## src/rtl/rns_pkg.sv

```systemverilog
// rtl/rns_pkg.sv - shared widths and clear-FSM state type for the RNS register file
package rns_pkg;
    localparam int NUM_DOMAINS_DEF = 3;
    localparam int DOMAIN_W_DEF    = 8;
    localparam int WORD_W_DEF      = NUM_DOMAINS_DEF * DOMAIN_W_DEF;

    typedef enum logic {
        IDLE  = 1'b0,
        CLEAR = 1'b1
    } clr_state_e;
endpackage

```

## src/rtl/rns_reg_lane.sv

```systemverilog
// rtl/rns_reg_lane.sv - one residue lane: register array with write, clear and bypassed registered reads
module rns_reg_lane
    import rns_pkg::*;
#(
    parameter int DOMAIN_W = DOMAIN_W_DEF,
    parameter int NUM_REGS = 8,
    parameter int ADDR_W   = $clog2(NUM_REGS)
) (
    input  logic                clk,
    input  logic                reset,
    input  logic                wr_en,
    input  logic [ADDR_W-1:0]   wr_addr,
    input  logic [DOMAIN_W-1:0] wr_data,
    input  logic                clr_en,
    input  logic [ADDR_W-1:0]   clr_addr,
    input  logic [ADDR_W-1:0]   rd_addr1,
    input  logic [ADDR_W-1:0]   rd_addr2,
    output logic [DOMAIN_W-1:0] rd_data1,
    output logic [DOMAIN_W-1:0] rd_data2
);
    logic [DOMAIN_W-1:0] mem_q [NUM_REGS];
    logic [DOMAIN_W-1:0] mem_d [NUM_REGS];
    logic [DOMAIN_W-1:0] rd_data1_q, rd_data1_d;
    logic [DOMAIN_W-1:0] rd_data2_q, rd_data2_d;

    // Reads see the post-update array, which gives write-first and clear-first bypass.
    always_comb begin
        mem_d = mem_q;
        if (wr_en) begin
            mem_d[wr_addr] = wr_data;
        end
        if (clr_en) begin
            mem_d[clr_addr] = '0;
        end
        rd_data1_d = mem_d[rd_addr1];
        rd_data2_d = mem_d[rd_addr2];
    end

    always_ff @(posedge clk or posedge reset) begin
        if (reset) begin
            mem_q      <= '{default: '0};
            rd_data1_q <= '0;
            rd_data2_q <= '0;
        end else begin
            mem_q      <= mem_d;
            rd_data1_q <= rd_data1_d;
            rd_data2_q <= rd_data2_d;
        end
    end

    assign rd_data1 = rd_data1_q;
    assign rd_data2 = rd_data2_q;
endmodule

```

## src/rtl/rns_reg_file.sv

```systemverilog
// rtl/rns_reg_file.sv - multi-domain RNS register file with pending scoreboard and sequential clear
module rns_reg_file
    import rns_pkg::*;
#(
    parameter int NUM_DOMAINS = NUM_DOMAINS_DEF,
    parameter int DOMAIN_W    = DOMAIN_W_DEF,
    parameter int NUM_REGS    = 8
) (
    input  logic                              clk,
    input  logic                              reset,
    input  logic [$clog2(NUM_REGS)-1:0]       rd_addr1,
    input  logic [$clog2(NUM_REGS)-1:0]       rd_addr2,
    output logic [NUM_DOMAINS*DOMAIN_W-1:0]   rd_data1,
    output logic [NUM_DOMAINS*DOMAIN_W-1:0]   rd_data2,
    output logic                              rd_pend1,
    output logic                              rd_pend2,
    input  logic                              wr_en,
    input  logic [$clog2(NUM_REGS)-1:0]       wr_addr,
    input  logic [NUM_DOMAINS-1:0]            wr_lane_en,
    input  logic [NUM_DOMAINS*DOMAIN_W-1:0]   wr_data,
    input  logic                              rsv_en,
    input  logic [$clog2(NUM_REGS)-1:0]       rsv_addr,
    input  logic                              clr_req,
    output logic                              clr_busy
);
    localparam int ADDR_W = $clog2(NUM_REGS);

    clr_state_e          state_q, state_d;
    logic [ADDR_W-1:0]   idx_q, idx_d;
    logic [NUM_REGS-1:0] pend_q, pend_d;
    logic                rd_pend1_q, rd_pend1_d;
    logic                rd_pend2_q, rd_pend2_d;
    logic                wr_ok, rsv_ok, clr_en;

    always_comb begin
        state_d = state_q;
        idx_d   = idx_q;
        pend_d  = pend_q;
        wr_ok   = 1'b0;
        rsv_ok  = 1'b0;
        clr_en  = 1'b0;
        case (state_q)
            IDLE: begin
                wr_ok  = wr_en;
                rsv_ok = rsv_en;
                if (clr_req) begin
                    state_d = CLEAR;
                    idx_d   = '0;
                end
            end
            CLEAR: begin
                clr_en = 1'b1;
                idx_d  = idx_q + ADDR_W'(1);
                if (idx_q == ADDR_W'(NUM_REGS - 1)) begin
                    state_d = IDLE;
                    idx_d   = '0;
                end
            end
        endcase
        // Reserve is applied after the write so it wins on a same-address collision.
        if (wr_ok) begin
            pend_d[wr_addr] = 1'b0;
        end
        if (rsv_ok) begin
            pend_d[rsv_addr] = 1'b1;
        end
        if (clr_en) begin
            pend_d[idx_q] = 1'b0;
        end
        rd_pend1_d = pend_d[rd_addr1];
        rd_pend2_d = pend_d[rd_addr2];
    end

    always_ff @(posedge clk or posedge reset) begin
        if (reset) begin
            state_q    <= IDLE;
            idx_q      <= '0;
            pend_q     <= '0;
            rd_pend1_q <= 1'b0;
            rd_pend2_q <= 1'b0;
        end else begin
            state_q    <= state_d;
            idx_q      <= idx_d;
            pend_q     <= pend_d;
            rd_pend1_q <= rd_pend1_d;
            rd_pend2_q <= rd_pend2_d;
        end
    end

    for (genvar g = 0; g < NUM_DOMAINS; g++) begin : g_lane
        rns_reg_lane #(
            .DOMAIN_W (DOMAIN_W),
            .NUM_REGS (NUM_REGS),
            .ADDR_W   (ADDR_W)
        ) u_lane (
            .clk      (clk),
            .reset    (reset),
            .wr_en    (wr_ok & wr_lane_en[g]),
            .wr_addr  (wr_addr),
            .wr_data  (wr_data[g*DOMAIN_W +: DOMAIN_W]),
            .clr_en   (clr_en),
            .clr_addr (idx_q),
            .rd_addr1 (rd_addr1),
            .rd_addr2 (rd_addr2),
            .rd_data1 (rd_data1[g*DOMAIN_W +: DOMAIN_W]),
            .rd_data2 (rd_data2[g*DOMAIN_W +: DOMAIN_W])
        );
    end

    assign rd_pend1 = rd_pend1_q;
    assign rd_pend2 = rd_pend2_q;
    assign clr_busy = (state_q == CLEAR);
endmodule
```

## config.mk

```make
export PLATFORM = sky130hd
export DESIGN_NAME = rns_reg_file
export DESIGN_NICKNAME = d
export VERILOG_FILES = /design/src/rtl/rns_pkg.sv /design/src/rtl/rns_reg_lane.sv /design/src/rtl/rns_reg_file.sv
export SDC_FILE = /design/constraint.sdc
export NUM_CORES = 1
export LEC_CHECK = 0
export CAP_MARGIN = 20
export CORE_ASPECT_RATIO = 1.4
export CORE_MARGIN = 5
export CORE_UTILIZATION = 50
export CTS_CLUSTER_DIAMETER = 120
export DETAILED_ROUTE_END_ITERATION = 7
export HOLD_SLACK_MARGIN = 0.06
export PLACE_DENSITY_LB_ADDON = 0.1
export SYNTH_ARGS = -nofsm -noshare
export SYNTH_HDL_FRONTEND = slang
export SYNTH_SLANG_ARGS = --single-unit
```

## constraint.sdc

```tcl
create_clock -name clk -period 14.8 [get_ports clk]
set_input_delay 3.7 -clock clk [delete_from_list [all_inputs] [get_ports clk]]
set_output_delay 3.7 -clock clk [all_outputs]
set_load 0.005 [all_outputs]
```

==> impl_results.md, run 1 <==
- ANT cells: 0
- Yosys cell types: 67
- Worst skew pair latency: 550 ps
- Synth warn: 0
- CP startpoint kind: input port
- First-pass DRT Iterations: 7
- Final wirelength: 48100 um
- Boundary pin count: 95
- Post_cts resized: 0
- Max Slew Vio Count: 0
- Post-CTS setup buffer count: 0
- Initial Utilization: 50.70%
- HPWL Detailed: 30040 um
- Mapped cell area: 0.01287 sq mm
- Hold Path Depth: 2
- Worst-path clk slew: 60 ps
- Share of synthesized registers carrying an async set or reset: 100.0%
- Power Density: 141.8 mW/mm^2
- Drt wl/cell: 28.36 um
- Global route overflow: 0
- Worst Max-Slew Pin Slew: 1185 ps
- Final setup viols: 0
- Clk buf depth: 3
- # nets final: 1405
- Final Power: 2.109 mW
- Max cap viols: 0
- Num CTS Buffers: 27
- Min cycle time layout: 6969 ps
- Critical Path End Type: register
- Most frequent cell after synthesis: dfrtp_1
- Die Height: 199.8 um
- Cts-stage hold buffer count: 0
- Worst Path Arrival: 7440 ps
- Routability Congestion: 0.9254
- Fin. Hold Viols: 0
- Register area share after synthesis: 49.39%
- Worst Skew: 9.794 ps
- CTS H-Tree Depth: 1
- Die area: 0.02909 sq mm
- Ys flop type: dfrtp_1
- Unrepaired setup endpoints after global routing: no
- Status: completed
- Num rows: 69
- First-pass GRT wire length: 72140 um
- Yosys reg bits: 254
- Largest net degree at the start of global routing: 138
- Top cell type's share of synthesized area: 49.39%
- Sink Count: 254
- Hold WS: 539.6 ps
- Worst Path Class, Setup: input port to register
- Max-slew headroom: 20.96%
- Core Area: 0.02538 sq mm
- Critical-path cell list: clkdlybuf4s50_1 -> clkinv_1 -> nor2_1 -> nand2_1 -> o221ai_1 -> a221oi_1 -> a21oi_1
- Worst R2R Path Depth: 7
- Vias in the first global route: 11580
- Largest area contributor in the netlist: dfrtp_1
- Via/cell ratio: 6.855
- Root buffer cell: clkbuf_16
- Worst min path class: register to register
- Crit-path slowest cell: clkdlybuf4s50_1
- Top post-synthesis cells by count: dfrtp_1, nor2_1, mux2i_1
- Max incr delay on CP: 1140 ps
- Dominant cells by area after synthesis: dfrtp_1, mux2i_1, nor2_1
- IO buf count: 94
- F_max: 143.5 MHz
- CTS tree: yes
- Tcrit/Tclk final: 47.09%
- Post-Syn Nets: 1366
- DR vias: 11630
- EDFF count, synth: 0
- Drt drc: 0
- Initial DRC Count: 1338
- DIE WIDTH: 145.6 um
- Number of fill cells in the layout: 2235
- Initial antenna violation count: 0
- Area delta synth->final: 15.61%
- Mean Syn Cell Area: 9.749 sq um
- Setup TNS: 0 ps
- Routed Antenna Nets: 0
- Fraction of layout cells with a size suffix above 1: 8.642%
- VDD IR max: 0.1190 mV
- Leak pwr: 6.547 nW
- GRT Total Usage: 32.26%
- Synth Instances: 1320
- Req. time, crit path: 15270 ps
- Crit path max fanout: 24
-- through the flow --
step / cell area (sq um) / std cells / worst slack, ps / util (%)
2_1_floorplan: 12870 / 1320 / 4115 / -
3_3_place_gp: 14020 / 1648 / 7672 / 55.24
3_5_place_dp: 14020 / 1648 / 7467 / 55.24
4_1_cts: 14870 / 1695 / 7994 / 58.57
5_1_grt: 14880 / 1696 / 7717 / 58.61
6_report: 14880 / 1696 / 7831 / 58.61
-- critical path, delay by kind of cell --
family | cells | cell delay [ps]
simple gates | 2 | 1160
compound gates | 3 | 710
buf+inv | 2 | 1870
-- metal layers --
| metal | vias up | track usage (%) | wire [um] | part of all wire [%] |
|---|---|---|---|---|
| li1 | 4919 | - | - | - |
| met1 | 5697 | 42.31 | 18140 | 38 |
| met4 | 0 | 16.73 | 2660 | 5.5 |
| met2 | 822 | 51.15 | 21990 | 46 |
| met3 | 188 | 6.685 | 5315 | 11 |
| met5 | - | 0 | 0 | 0 |
-- sequential cells by signal (all words and copies together) (netlist names) --
name,cells
clr_busy,1
g_lane.u_lane.mem_q,192
g_lane.u_lane.rd_data1,24
g_lane.u_lane.rd_data2,24
idx_q,3
pend_q,8
rd_pend1,1
rd_pend2,1
-- placed cells by master, fill, tap and decap left out, drive strengths merged, types with 4 or more instances in the layout --
| master | netlist | layout |
|---|---|---|
| o22ai | 30 | 30 |
| nor2 | 214 | 214 |
| nor2b | 12 | 12 |
| o211ai | 14 | 14 |
| and3 | 4 | 4 |
| a21oi | 89 | 89 |
| o21ai | 71 | 71 |
| nand2b | 9 | 9 |
| buf | 25 | 30 |
| or3 | 7 | 7 |
| nor3 | 18 | 18 |
| a31oi | 5 | 5 |
| dfrtp | 254 | 254 |
| nand4bb | 4 | 4 |
| a221oi | 42 | 42 |
| mux2 | 9 | 9 |
| o221ai | 40 | 40 |
| mux2i | 132 | 132 |
| nor4 | 4 | 4 |
| and2 | 6 | 6 |
| clkbuf | 89 | 42 |
| clkinv | 1 | 4 |
| nand4b | 5 | 5 |
| a2bb2oi | 7 | 7 |
| inv | 5 | 6 |
| clkdlybuf4s50 | 0 | 94 |
| a22oi | 41 | 41 |
| a211oi | 8 | 8 |
| nand3 | 34 | 34 |
| nand2 | 98 | 98 |
-- path summary, 6_finish.rpt --
path / startpoint / end / slack, ps
max: rd_addr1[1] / g_lane[2].u_lane.rd_data1[5]$_DFF_PP0_ / 7830
min: g_lane[2].u_lane.mem_q[4]$_DFF_PP0_ / g_lane[2].u_lane.mem_q[4]$_DFF_PP0_ / 540
max reg2reg: clr_busy$_DFF_PP0_ / g_lane[1].u_lane.rd_data2[5]$_DFF_PP0_ / 11310
min reg2reg: g_lane[2].u_lane.mem_q[4]$_DFF_PP0_ / g_lane[2].u_lane.mem_q[4]$_DFF_PP0_ / 540
max in group asynchronous: reset / g_lane[0].u_lane.mem_q[52]$_DFF_PP0_ / 8860
min in group asynchronous: reset / pend_q[5]$_DFF_PP0_ / 3760
-- power breakdown --
part           leakage [nW]  internal, mW  switching (mW)
sequential             3.46         0.801          0.0537
clock                 0.417         0.382           0.282
combinational          2.67         0.181           0.410
total                  6.55          1.36           0.745
-- cells by family after synthesis --
group                    Yosys count  synth area share (%)
flip-flops                       254                 49.39
adder cells (fa/ha/maj)            2                0.1944
multiplexers                     142                 11.23
buffers and inverters            120                 3.831
AND/OR/NAND/NOR                  433                 16.10
AO/OA/AOI/OAI                    369                 19.25
-- final cells by class --
cell class | count | area [sq um] | share of cell area (%)
repair buffers | 124 | 1170 | 7.864
clock inverters | 5 | 53.80 | 0.3616
flip-flops and latches | 254 | 6356 | 42.72
clock buffers | 42 | 792.0 | 5.324
well taps | 319 | 399.1 | 2.683
multi-input cells | 946 | 6076 | 40.84
inverters | 6 | 30.03 | 0.2018
Power figures use the tool's default switching activity.
==> run 2, diff against run 1 <==
==> constraint.sdc (replaced) <==
create_clock -name clk -period 6.6 [get_ports clk]
set_input_delay 1.65 -clock clk [delete_from_list [all_inputs] [get_ports clk]]
set_output_delay 1.65 -clock clk [all_outputs]
set_load 0.005 [all_outputs]
==> impl_results.md, run 2 (synthesis results as in run 1) <==
- Status: completed
- Area delta synth->final: 16.75%
- Initial antenna violation count: 0 (unchanged)
- Utilization after layout: 59.19% (+0.58 points)
- IO buf count: 94 (unchanged)
- Hold WS: 537.5 ps (-2.154 ps)
- VDD IR max: 0.3552 mV (+200%)
- Max-slew headroom: 22.03% (+1.1 points)
- Max reg flops: 192 (unchanged)
- Vias in the first global route: 11660 (+0.71%)
- Global route overflow: 0 (unchanged)
- Largest net degree at the start of global routing: 117 (-15%)
- # nets final: 1409 (+0.28%)
- Fin. Hold Viols: 0 (unchanged)
- Worst Max-Slew Pin Slew: 1163 ps (-22.13 ps)
- Worst-path clk slew: 60 ps (about the same)
- Num CTS Buffers: 27 (unchanged)
- Req. time, crit path: 7010 ps (-8260 ps)
- Boundary pin count: 95 (unchanged)
- Leak pwr: 6.621 nW (+1.1%)
- Max Slew Vio Count: 0 (unchanged)
- Post-CTS setup buffer count: 0 (unchanged)
- Final setup viols: 0 (unchanged)
- Crit path max fanout: 8 (-67%)
- Sink Count: 254 (unchanged)
- Routability Congestion: 0.9276 (+0.24%)
- Cts-stage hold buffer count: 0 (unchanged)
- Die area: 0.02909 sq mm (unchanged)
- GRT Total Usage: 31.80% (-0.46 points)
- DR vias: 11540 (-0.76%)
- Top reg by flops: g_lane.u_lane.mem_q
- Max cap viols: 0 (unchanged)
- Worst Skew: 25.06 ps (+15.27 ps)
- Core Area: 0.02538 sq mm (unchanged)
- Max incr delay on CP: 880 ps (-260 ps)
- Crit-path slowest cell: nor2b_1
- Worst Path Class, Setup: input port to register
- Worst Path Arrival: 4820 ps (-2620 ps)
- Initial DRC Count: 1377 (+2.9%)
- Commonest non-fill, non-tap cells in the layout: dfrtp_1, nor2_1, mux2i_1, clkdlybuf4s50_1, nand2_1
- Clk buf depth: 3 (unchanged)
- Power Density: 326.1 mW/mm^2 (+130%)
- Worst min path class: register to register
- First-pass DRT Iterations: 6 (-1)
- Drt wl/cell: 27.82 um (-1.9%)
- F_max: 227.0 MHz
- Final wirelength: 47380 um (-1.5%)
- Root buffer cell: clkbuf_16
- CP startpoint kind: input port
- Final worst slack: 2194 ps (-5637 ps)
- DIE WIDTH: 145.6 um (unchanged)
- Num rows: 69 (unchanged)
- Die Height: 199.8 um (unchanged)
- Number of fill cells in the layout: 2238 (+0.13%)
- First-pass GRT wire length: 71610 um (-0.74%)
- CTS H-Tree Depth: 1 (unchanged)
- Critical-path cell list: clkdlybuf4s50_1 -> nor2b_1 -> nand2_2 -> mux2i_1 -> nor2_1 -> or4_1 -> o221a_1
- Placement Setup Slack: 1733 ps (-5735 ps)
- Setup TNS: 0 ps (unchanged)
- Post_cts resized: 0 (unchanged)
- Via/cell ratio: 6.775 (-1.2%)
- Fraction of layout cells with a size suffix above 1: 9.255% (+0.61 points)
- Initial Utilization: 50.70% (unchanged)
- Commonest non-fill, non-tap cell in the layout: dfrtp_1
- Routed Antenna Nets: 0 (unchanged)
- HPWL Detailed: 29800 um (-0.80%)
- Tcrit/Tclk final: 66.76%
- Min cycle time layout: 4406 ps
- Drt drc: 0 (unchanged)
- Unrepaired setup endpoints after global routing: no
- Worst skew pair latency: 550 ps (about the same)
- Critical Path End Type: register
- CTS tree: yes
## run 2: changes by cell type in the layout (fill, tap and decap cells not counted), moves of 2 or more
cell,previous run,this run
clkbuf_1,9,3
bufinv_16,1,5
clkinv_2,3,5
buf_4,29,33
clkinvlp_4,0,2
## run 2: report_power, final
part	switching [mW]	leakage, nW	internal (mW)
Sequential	0.120	3.46	1.79
Clock	0.658	0.480	1.01
Combinational	0.908	2.68	0.404
## run 2: critical path: cells and delay by family
kind | cells | cell delay [ps]
compound gates | 1 | 260
buf+inv | 1 | 620
mux | 1 | 410
simple gates | 4 | 1870
## run 2: stage by stage
stage	total power, mW	instances	area, sq um
global route	5.075	1702	15020
finish	4.900	1703	15020
CTS	4.880	1702	15020
global placement	3.193	1653	14050
floorplan	2.667	1320	12870
detailed placement	3.212	1653	14050
## run 2: metal layers
metal / up-vias / GRT usage (%) / routed length (um)
li1: 4927 / - / -
met1: 5697 / 40.78 / 18070
met2: 724 / 52.51 / 22040
met3: 190 / 6.707 / 4824
met4: 0 / 14.31 / 2441
met5: - / 0 / 0
## run 2: final timing paths
check / startpoint / to / slack [ps] / depth (start not counted)
setup reg to reg: clr_busy$_DFF_PP0_ / g_lane[2].u_lane.rd_data2[0]$_DFF_PP0_ / 3110 / 6
setup / recovery: wr_addr[1] / g_lane[0].u_lane.rd_data2[2]$_DFF_PP0_ / 2190 / 7
max in group asynchronous: reset / g_lane[0].u_lane.mem_q[13]$_DFF_PP0_ / 3720 / 3
hold reg to reg: g_lane[2].u_lane.mem_q[4]$_DFF_PP0_ / g_lane[2].u_lane.mem_q[4]$_DFF_PP0_ / 540 / 2
min in group asynchronous: reset / g_lane[1].u_lane.rd_data1[7]$_DFF_PP0_ / 1640 / 2
hold / removal: g_lane[2].u_lane.mem_q[4]$_DFF_PP0_ / g_lane[2].u_lane.mem_q[4]$_DFF_PP0_ / 540 / 2
## run 2: final cells by class
class / instances / area (sq um) / area share (%)
Antenna cell: 1 / 2.502 / 0.01666
Clock buffer: 36 / 769.5 / 5.122
Clock inverter: 13 / 202.7 / 1.349
Inverter: 6 / 26.28 / 0.1749
Timing Repair Buffer: 128 / 1209 / 8.045
Tap cell: 319 / 399.1 / 2.657
Sequential cell: 254 / 6356 / 42.31
Multi-Input combinational cell: 946 / 6060 / 40.33
